===== config.mk =====
export PLATFORM = sky130hd
export DESIGN_NAME = instruction_decoder_rv32i
export DESIGN_NICKNAME = d
export VERILOG_FILES = /design/src/rtl/rv32i_pkg.sv /design/src/rtl/rv32i_opcode_lut.sv /design/src/rtl/instruction_decoder_rv32i.sv
export SDC_FILE = /design/constraint.sdc
export NUM_CORES = 1
export LEC_CHECK = 0
export CORE_MARGIN = 2
export CORE_UTILIZATION = 31
export CTS_CLUSTER_SIZE = 25
export DETAILED_ROUTE_END_ITERATION = 12
export PLACE_DENSITY = 0.81
export SKIP_CTS_REPAIR_TIMING = 1
export SYNTH_ARGS = -nofsm -noshare
export SYNTH_HDL_FRONTEND = slang
export SYNTH_SLANG_ARGS = --single-unit

===== constraint.sdc =====
create_clock -name clk -period 1.1 [get_ports clk]
set_clock_uncertainty 0.15 [all_clocks]
set_input_delay 0.22 -clock clk [delete_from_list [all_inputs] [get_ports clk]]
set_output_delay 0.22 -clock clk [all_outputs]
set_load 0.01 [all_outputs]

===== src/rtl/rv32i_pkg.sv =====
// Shared opcode constants and flag-bundle type for the RV32I opcode-class decoder.
package rv32i_pkg;

    localparam logic [6:0] OP_R      = 7'b0110011;
    localparam logic [6:0] OP_IMM    = 7'b0010011;
    localparam logic [6:0] OP_LOAD   = 7'b0000011;
    localparam logic [6:0] OP_STORE  = 7'b0100011;
    localparam logic [6:0] OP_BRANCH = 7'b1100011;
    localparam logic [6:0] OP_JAL    = 7'b1101111;
    localparam logic [6:0] OP_JALR   = 7'b1100111;
    localparam logic [6:0] OP_LUI    = 7'b0110111;
    localparam logic [6:0] OP_AUIPC  = 7'b0010111;
    localparam logic [6:0] OP_SYSTEM = 7'b1110011;
    localparam logic [6:0] OP_VR     = 7'b0001011;
    localparam logic [6:0] OP_S2V    = 7'b0101011;
    localparam logic [6:0] OP_V2S    = 7'b1011011;
    localparam logic [6:0] OP_VSTORE = 7'b0100111;
    localparam logic [6:0] OP_VLOAD  = 7'b0000111;
    localparam logic [6:0] OP_VABS   = 7'b1111011;

    typedef struct packed {
        logic r;
        logic i_arithmetic_logic;
        logic i_load;
        logic store;
        logic branch;
        logic jump;
        logic i_jump;
        logic u;
        logic u_pc;
        logic i_transfer;
        logic vector_r;
        logic scalar_to_vector;
        logic vector_to_scalar;
        logic store_vector;
        logic load_vector;
        logic vector_absolute;
    } dec_flags_t;

endpackage


===== src/rtl/rv32i_opcode_lut.sv =====
// Combinational exact-match opcode to class-flag lookup.
// Vector classes decode only when VECTOR_EXT_EN is defined; otherwise they fall to no-match.
module rv32i_opcode_lut
    import rv32i_pkg::*;
(
    input  logic [6:0] opcode,
    output dec_flags_t flags,
    output logic       hit
);

    always_comb begin
        flags = '0;
        unique case (opcode)
            OP_R:      flags.r                  = 1'b1;
            OP_IMM:    flags.i_arithmetic_logic = 1'b1;
            OP_LOAD:   flags.i_load             = 1'b1;
            OP_STORE:  flags.store              = 1'b1;
            OP_BRANCH: flags.branch             = 1'b1;
            OP_JAL:    flags.jump               = 1'b1;
            OP_JALR:   flags.i_jump             = 1'b1;
            OP_LUI:    flags.u                  = 1'b1;
            OP_AUIPC:  flags.u_pc               = 1'b1;
            OP_SYSTEM: flags.i_transfer         = 1'b1;
`ifdef VECTOR_EXT_EN
            OP_VR:     flags.vector_r           = 1'b1;
            OP_S2V:    flags.scalar_to_vector   = 1'b1;
            OP_V2S:    flags.vector_to_scalar   = 1'b1;
            OP_VSTORE: flags.store_vector       = 1'b1;
            OP_VLOAD:  flags.load_vector        = 1'b1;
            OP_VABS:   flags.vector_absolute    = 1'b1;
`endif
            default:   flags = '0;
        endcase
    end

    assign hit = |flags;

endmodule


===== src/rtl/instruction_decoder_rv32i.sv =====
// Registered one-hot opcode-class decoder for RV32I plus custom vector ops.
// Vector decoding is enabled by defining VECTOR_EXT_EN.
module instruction_decoder_rv32i
    import rv32i_pkg::*;
(
    input  logic       clk,
    input  logic       rst,
    input  logic       instr_valid,
    input  logic [6:0] opcode,
    output logic       dec_valid,
    output logic       r,
    output logic       i_arithmetic_logic,
    output logic       i_load,
    output logic       store,
    output logic       branch,
    output logic       jump,
    output logic       i_jump,
    output logic       u,
    output logic       u_pc,
    output logic       i_transfer,
    output logic       vector_r,
    output logic       scalar_to_vector,
    output logic       vector_to_scalar,
    output logic       store_vector,
    output logic       load_vector,
    output logic       vector_absolute,
    output logic       illegal
);

    dec_flags_t lut_flags;
    dec_flags_t flags_q;
    logic       lut_hit;
    logic       illegal_q;
    logic       valid_q;

    rv32i_opcode_lut u_lut (
        .opcode (opcode),
        .flags  (lut_flags),
        .hit    (lut_hit)
    );

    // Flags are gated by instr_valid before the register so an idle slot never looks decoded.
    always_ff @(posedge clk) begin
        if (rst) begin
            valid_q   <= 1'b0;
            flags_q   <= '0;
            illegal_q <= 1'b0;
        end else begin
            valid_q   <= instr_valid;
            flags_q   <= instr_valid ? lut_flags : '0;
            illegal_q <= instr_valid & ~lut_hit;
        end
    end

    assign dec_valid          = valid_q;
    assign illegal            = illegal_q;
    assign r                  = flags_q.r;
    assign i_arithmetic_logic = flags_q.i_arithmetic_logic;
    assign i_load             = flags_q.i_load;
    assign store              = flags_q.store;
    assign branch             = flags_q.branch;
    assign jump               = flags_q.jump;
    assign i_jump             = flags_q.i_jump;
    assign u                  = flags_q.u;
    assign u_pc               = flags_q.u_pc;
    assign i_transfer         = flags_q.i_transfer;
    assign vector_r           = flags_q.vector_r;
    assign scalar_to_vector   = flags_q.scalar_to_vector;
    assign vector_to_scalar   = flags_q.vector_to_scalar;
    assign store_vector       = flags_q.store_vector;
    assign load_vector        = flags_q.load_vector;
    assign vector_absolute    = flags_q.vector_absolute;

endmodule


==> results of run 1 <==
## placed cells by master, fill, tap and decap left out, drive strengths merged, types with 2 or more instances in the layout
cell and n:
nor2 6, clkbuf 12, nor3 5, inv 3
buf 11, conb 6, dfxtp 12, or3 2
nand3b 2, dlymetal6s2s 8, nand2b 2
## sequential cells by signal (all words and copies together), names as in the netlist
signal,count
branch,1
u,1
store,1
jump,1
dec_valid,1
r,1
illegal,1
u_pc,1
i_arithmetic_logic,1
i_transfer,1
i_load,1
i_jump,1
## metrics by stage
step	setup WS (ns)	area (um^2)	utilization [%]	TNS (ns)	power [mW]
after floorplan	-0.0553	470	-	-0.158	0.501
after global placement	-0.565	692	51.9	-6.57	0.554
final	-0.0916	742	55.6	-0.246	0.815
after detailed placement	-0.624	692	51.9	-6.92	0.556
after CTS	-0.394	714	53.6	-7.38	0.810
after global routing	-0.102	742	55.6	-0.396	0.849
## power by group
part           switching, mW  internal (mW)
clock                  0.131          0.126
sequential           0.00187          0.439
combinational         0.0567         0.0596
## routing by layer
metal | part of all wire, % | track usage, %
met3 | 7.5 | 4.31
met1 | 40 | 10.6
met5 | 0 | 0
met2 | 52 | 17.2
met4 | 1.2 | 11.3
## cells by family (layout without fill, tap and decap cells)
kind of cell,count (synthesis),after routing
AND/OR/NAND/NOR,21,21
other,1,6
buffers and inverters,9,34
flip-flops,12,12
AO/OA/AOI/OAI,3,3
## how the worst max path moves through the flow
stage | endpoint | from | slack, ns | cells after the start
CTS | dec_valid | dec_valid$_SDFF_PP0_ | -0.39 | 1
finish | u$_SDFF_PP0_ | opcode[3] | -0.09 | 5
global placement | r$_SDFF_PP0_ | opcode[5] | -0.56 | 4
global route | store$_SDFF_PP0_ | opcode[3] | -0.10 | 4
floorplan | store$_SDFF_PP0_ | rst | -0.06 | 3
detailed placement | u$_SDFF_PP0_ | opcode[2] | -0.62 | 4
## cell type report
class | instances | area (um^2) | area share, %
flip-flops and latches | 12 | 243 | 32.7
multi-input cells | 30 | 216 | 29.2
inverters | 3 | 11.3 | 1.52
well taps | 15 | 18.8 | 2.53
clock buffers | 3 | 22.5 | 3.04
repair buffers | 28 | 230 | 31.0
==> out/results.txt, run 1 <==
status: finished, violations left
failing checks: setup timing
sum of buffers and inverters on the critical path: 2
largest net degree at the start of global routing: 8
cell count after placement: 86
Compound-Gate Fraction of Synth Area: 5.26%
final period utilization: 108%
antenna diode count: 0
vias in the first global route: 342
Top Ports: 28
CTS tree: built
Synth top area share: 53.2%
Post-Syn Area: 452 um^2
Total GRT Usage: 11.0%
mux cell area share after synthesis: 0%
crit-path max FO: 3
final worst slack: -0.0916 ns
# rows: 13
initial antenna violation count: 0
post-layout min period: 1.19 ns
final hold violations: 0
core area: 1330 um^2
required time of the worst setup path: 1.14 ns
Vias: 425
RSZ-0062 raised after global routing: yes
CTS Buf Count: 3
PwrDens: 1100 nW/um^2
Leak: 0.396 nW
Post-Layout Cell Count: 91
clock sinks: 12
register bit total from synthesis: 12
layout net count: 88
most common cell in the netlist: dfxtp_1
top cells by count, synth: dfxtp_1, buf_4, nor2_1, nor3_1
Die Height: 42.2 um
final wirelength: 1080 um
fill cell count: 130
slowest stage delay, CP: 0.42 ns
critical path's slowest cell: or3_4
CP Launch Type: primary input
syn_area_per_cell: 9.82 um^2
Hold/Removal Path Class: in -> reg
Ys Warns: 0
critical path type: in -> reg
clock-pin slew on the worst setup and hold paths: 0.07 ns
Area growth, synth to finish: 64.3%
First-pass DRT Iterations: 4
top_reg_cell synth: dfxtp_1
drt drc: 0
layout cells sized above 1: 51.3%
Worst Hold Endpoint: jump$_SDFF_PP0_
synth top area cells: dfxtp_1, buf_4, nor2_1
xor/xnor share of the synthesized area: 0%
crit path cell chain: buf_6 -> nand3b_1 -> buf_4 -> or3_4 -> nor3_2
DRT iter0 DRCs: 6
Worst setup EP type: flop
Vias/cell: 4.67
post-synth cell types: 19
H-tree depth: 1
Max clock buf depth: 2
drt wl/cell: 11.9 um
Port Buffers: 21
Largest delay share family, worst path: simple AND/OR/NAND/NOR gates
Synth Area in Simple Gates: 28.3%
DIE WIDTH: 42.2 um
Slew Limit Fails: 0
Cells after Synth: 46
grt ovf: 0
Max rail drop VDD: 0.350 mV
largest family of logic cells by synthesized area: simple AND/OR/NAND/NOR gates
adder-cell share of the synthesized area: 0%
Die Area: 1780 um^2
first-pass GRT wire length: 1390 um
DRT antenna net count: 0
Worst Path Arrival: 1.24 ns
hold path cells: 3
sequential fraction of the synthesis area: 53.2%
CTS Root Buffer Type: clkbuf_4
Highest Clock Rate: 839 MHz
Max-Cap Viols: 0
dominant cell type by area after synthesis: dfxtp_1
WHS: 0.139 ns
ys async rst share: 0%
Placer Congestion: 0.713
hold wc startpoint: opcode[1]
Final setup viols: 5
Post-synth EDFFs: 0
starting density of the core: 33.9%
Note: power is estimated with default switching activity, not from simulation.
==> inputs of run 2 (changes only) <==
--- a/config.mk
+++ b/config.mk
@@ -6,10 +6,10 @@
 export NUM_CORES = 1
 export LEC_CHECK = 0
 export CORE_MARGIN = 2
-export CORE_UTILIZATION = 31
+export CORE_UTILIZATION = 34
 export CTS_CLUSTER_SIZE = 25
 export DETAILED_ROUTE_END_ITERATION = 12
-export PLACE_DENSITY = 0.81
+export PLACE_DENSITY = 0.84
 export SKIP_CTS_REPAIR_TIMING = 1
 export SYNTH_ARGS = -nofsm -noshare
 export SYNTH_HDL_FRONTEND = slang
==> constraint.sdc (replaced) <==
create_clock -name clk -period 1.2 [get_ports clk]
set_clock_uncertainty 0.15 [all_clocks]
set_input_delay 0.24 -clock clk [delete_from_list [all_inputs] [get_ports clk]]
set_output_delay 0.24 -clock clk [all_outputs]
set_load 0.01 [all_outputs]
==> run 2 against run 1 <==
  * The run now ends clean
  * Final cell count down 3.3%
  * Power down 11%
  * Flip-flop and latch count unchanged
  * Via count down 7.5%
  * Global-route usage rose by 1.3 points
  * Sequential power is 8.6% lower
  * Cell area grew 4.7%
==> out/results.txt, run 2 (synthesis results as in run 1) <==
status: complete, no violations
crit-path max FO: 4 (+1)
H-tree depth: 1 (unchanged)
WHS: 0.112 ns (-0.0273 ns)
drt wl/cell: 11.4 um (-3.9%)
CTS Buf Count: 3 (unchanged)
PwrDens: 938 nW/um^2 (-15%)
Max clock buf depth: 2 (unchanged)
Internal: 565 uW (-9.6%)
Setup crit start: opcode[3]
Final setup viols: 0 (-5)
Slew Limit Fails: 0 (unchanged)
Max rail drop VDD: 0.350 mV (about the same)
Worst setup EP type: flop
layout cells sized above 1: 23.3% (-28 points)
Die Area: 1640 um^2 (-8.0%)
clock share of power: 31.7% (about the same)
slowest stage delay, CP: 0.45 ns (+0.03 ns)
CTS Root Buffer Type: clkbuf_4
Total GRT Usage: 12.3% (+1.3 points)
Levels on crit path: 4 (-1)
Die Height: 40.5 um (-4.1%)
Setup TNS: 0 ns (+0.246 ns)
final period utilization: 97.7%
Largest delay share family, worst path: simple AND/OR/NAND/NOR gates
clock sinks: 12 (unchanged)
RSZ-0062 raised after global routing: no
Top Ports: 28 (unchanged)
sum of buffers and inverters on the critical path: 1 (-1)
largest net degree at the start of global routing: 7 (-1)
Net Sw Frac: 22.5% (-0.78 points)
layout net count: 85 (-3.4%)
antenna diode count: 0 (unchanged)
Max-Cap Viols: 0 (unchanged)
Area growth, synth to finish: 72.0%
core area: 1270 um^2 (-4.9%)
post-DP HPWL: 654 um
Switch Pwr: 164 uW (-14%)
initial antenna violation count: 0 (unchanged)
DRT iter0 DRCs: 9 (+3)
Vias: 393 (-7.5%)
starting density of the core: 35.6% (+1.7 points)
hold path cells: 3 (unchanged)
First-pass DRT Iterations: 6 (+2)
critical path type: in -> reg
grt ovf: 0 (unchanged)
critical path's slowest cell: or3_4
Leak: 0.579 nW (+46%)
required time of the worst setup path: 1.23 ns (+0.09 ns)
final worst slack: 0.0270 ns (+0.119 ns)
CTS tree: built
post-layout min period: 1.17 ns
Vias/cell: 4.47 (-4.4%)
DRT antenna net count: 0 (unchanged)
Highest Clock Rate: 853 MHz
clock-pin slew on the worst setup and hold paths: 0.07 ns (about the same)
first-pass GRT wire length: 1280 um (-7.4%)
DIE WIDTH: 40.5 um (-4.1%)
final wirelength: 1000 um (-7.0%)
most frequent cells in the layout: dlymetal6s2s_1, dfxtp_1, nor2_1, conb_1, buf_4
pre-CTS setup slack: -0.530 ns (+0.0939 ns)
Comb power frac: 13.0% (-1.3 points)
most common cell after layout, fill and taps aside: dlymetal6s2s_1
Placer Congestion: 0.731 (+2.6%)
CP Launch Type: primary input
final hold violations: 0 (unchanged)
final core occ: 61.2% (+5.6 points)
Port Buffers: 21 (unchanged)
vias in the first global route: 338 (-1.2%)
crit path cell chain: clkbuf_2 -> nand3b_1 -> or3_4 -> nor3_1
sequential share of power: 55.3% (+1.2 points)
Hold/Removal Path Class: in -> reg
drt drc: 0 (unchanged)
hold wc startpoint: opcode[3]
# rows: 13 (unchanged)
Worst Path Arrival: 1.20 ns (-0.04 ns)
-- run 2: tightest hold or removal path: cells and delay by family --
kind                   cells  cell delay [ns]
and+or+nand+nor            2             0.15
buffers and inverters      1             0.09
-- run 2: final timing paths --
check / end
worst max-delay path: u$_SDFF_PP0_
worst min-delay path: jump$_SDFF_PP0_
-- run 2: per-layer routing --
metal | share of wire (%) | routed length [um] | global-route usage, % | up-vias
li1 | - | - | - | 198
met1 | 40 | 399 | 10.3 | 174
met2 | 50 | 504 | 24.6 | 21
met3 | 9.9 | 99 | 0 | 0
met4 | 0 | 0 | 12.5 | 0
met5 | 0 | 0 | 0 | -
-- run 2: metrics by stage --
step           cell area (um^2)  std cells  power, mW
6_report                    777         88      0.729
5_1_grt                     777         88      0.753
4_1_cts                     707         88      0.736
3_5_place_dp                684         85      0.506
3_3_place_gp                684         85      0.504
2_1_floorplan               470         51      0.459
-- run 2: power by group through the flow --
stage / Sequential [mW] / Clock, mW / Combinational [mW]
floorplan: 0.415 / 0 / 0.0438
global placement: 0.412 / 0 / 0.0919
detailed placement: 0.413 / 0 / 0.0931
CTS: 0.403 / 0.238 / 0.0947
global route: 0.403 / 0.247 / 0.102
finish: 0.403 / 0.231 / 0.0946
-- run 2: layout make-up --
cell class / count / area [um^2]
fill: 101 / 492
timing repair buffer: 25 / 285
sequential: 12 / 240
multi-input combinational: 30 / 199
clock buffer: 3 / 22.5
tap: 15 / 18.8
inverter: 3 / 11.3
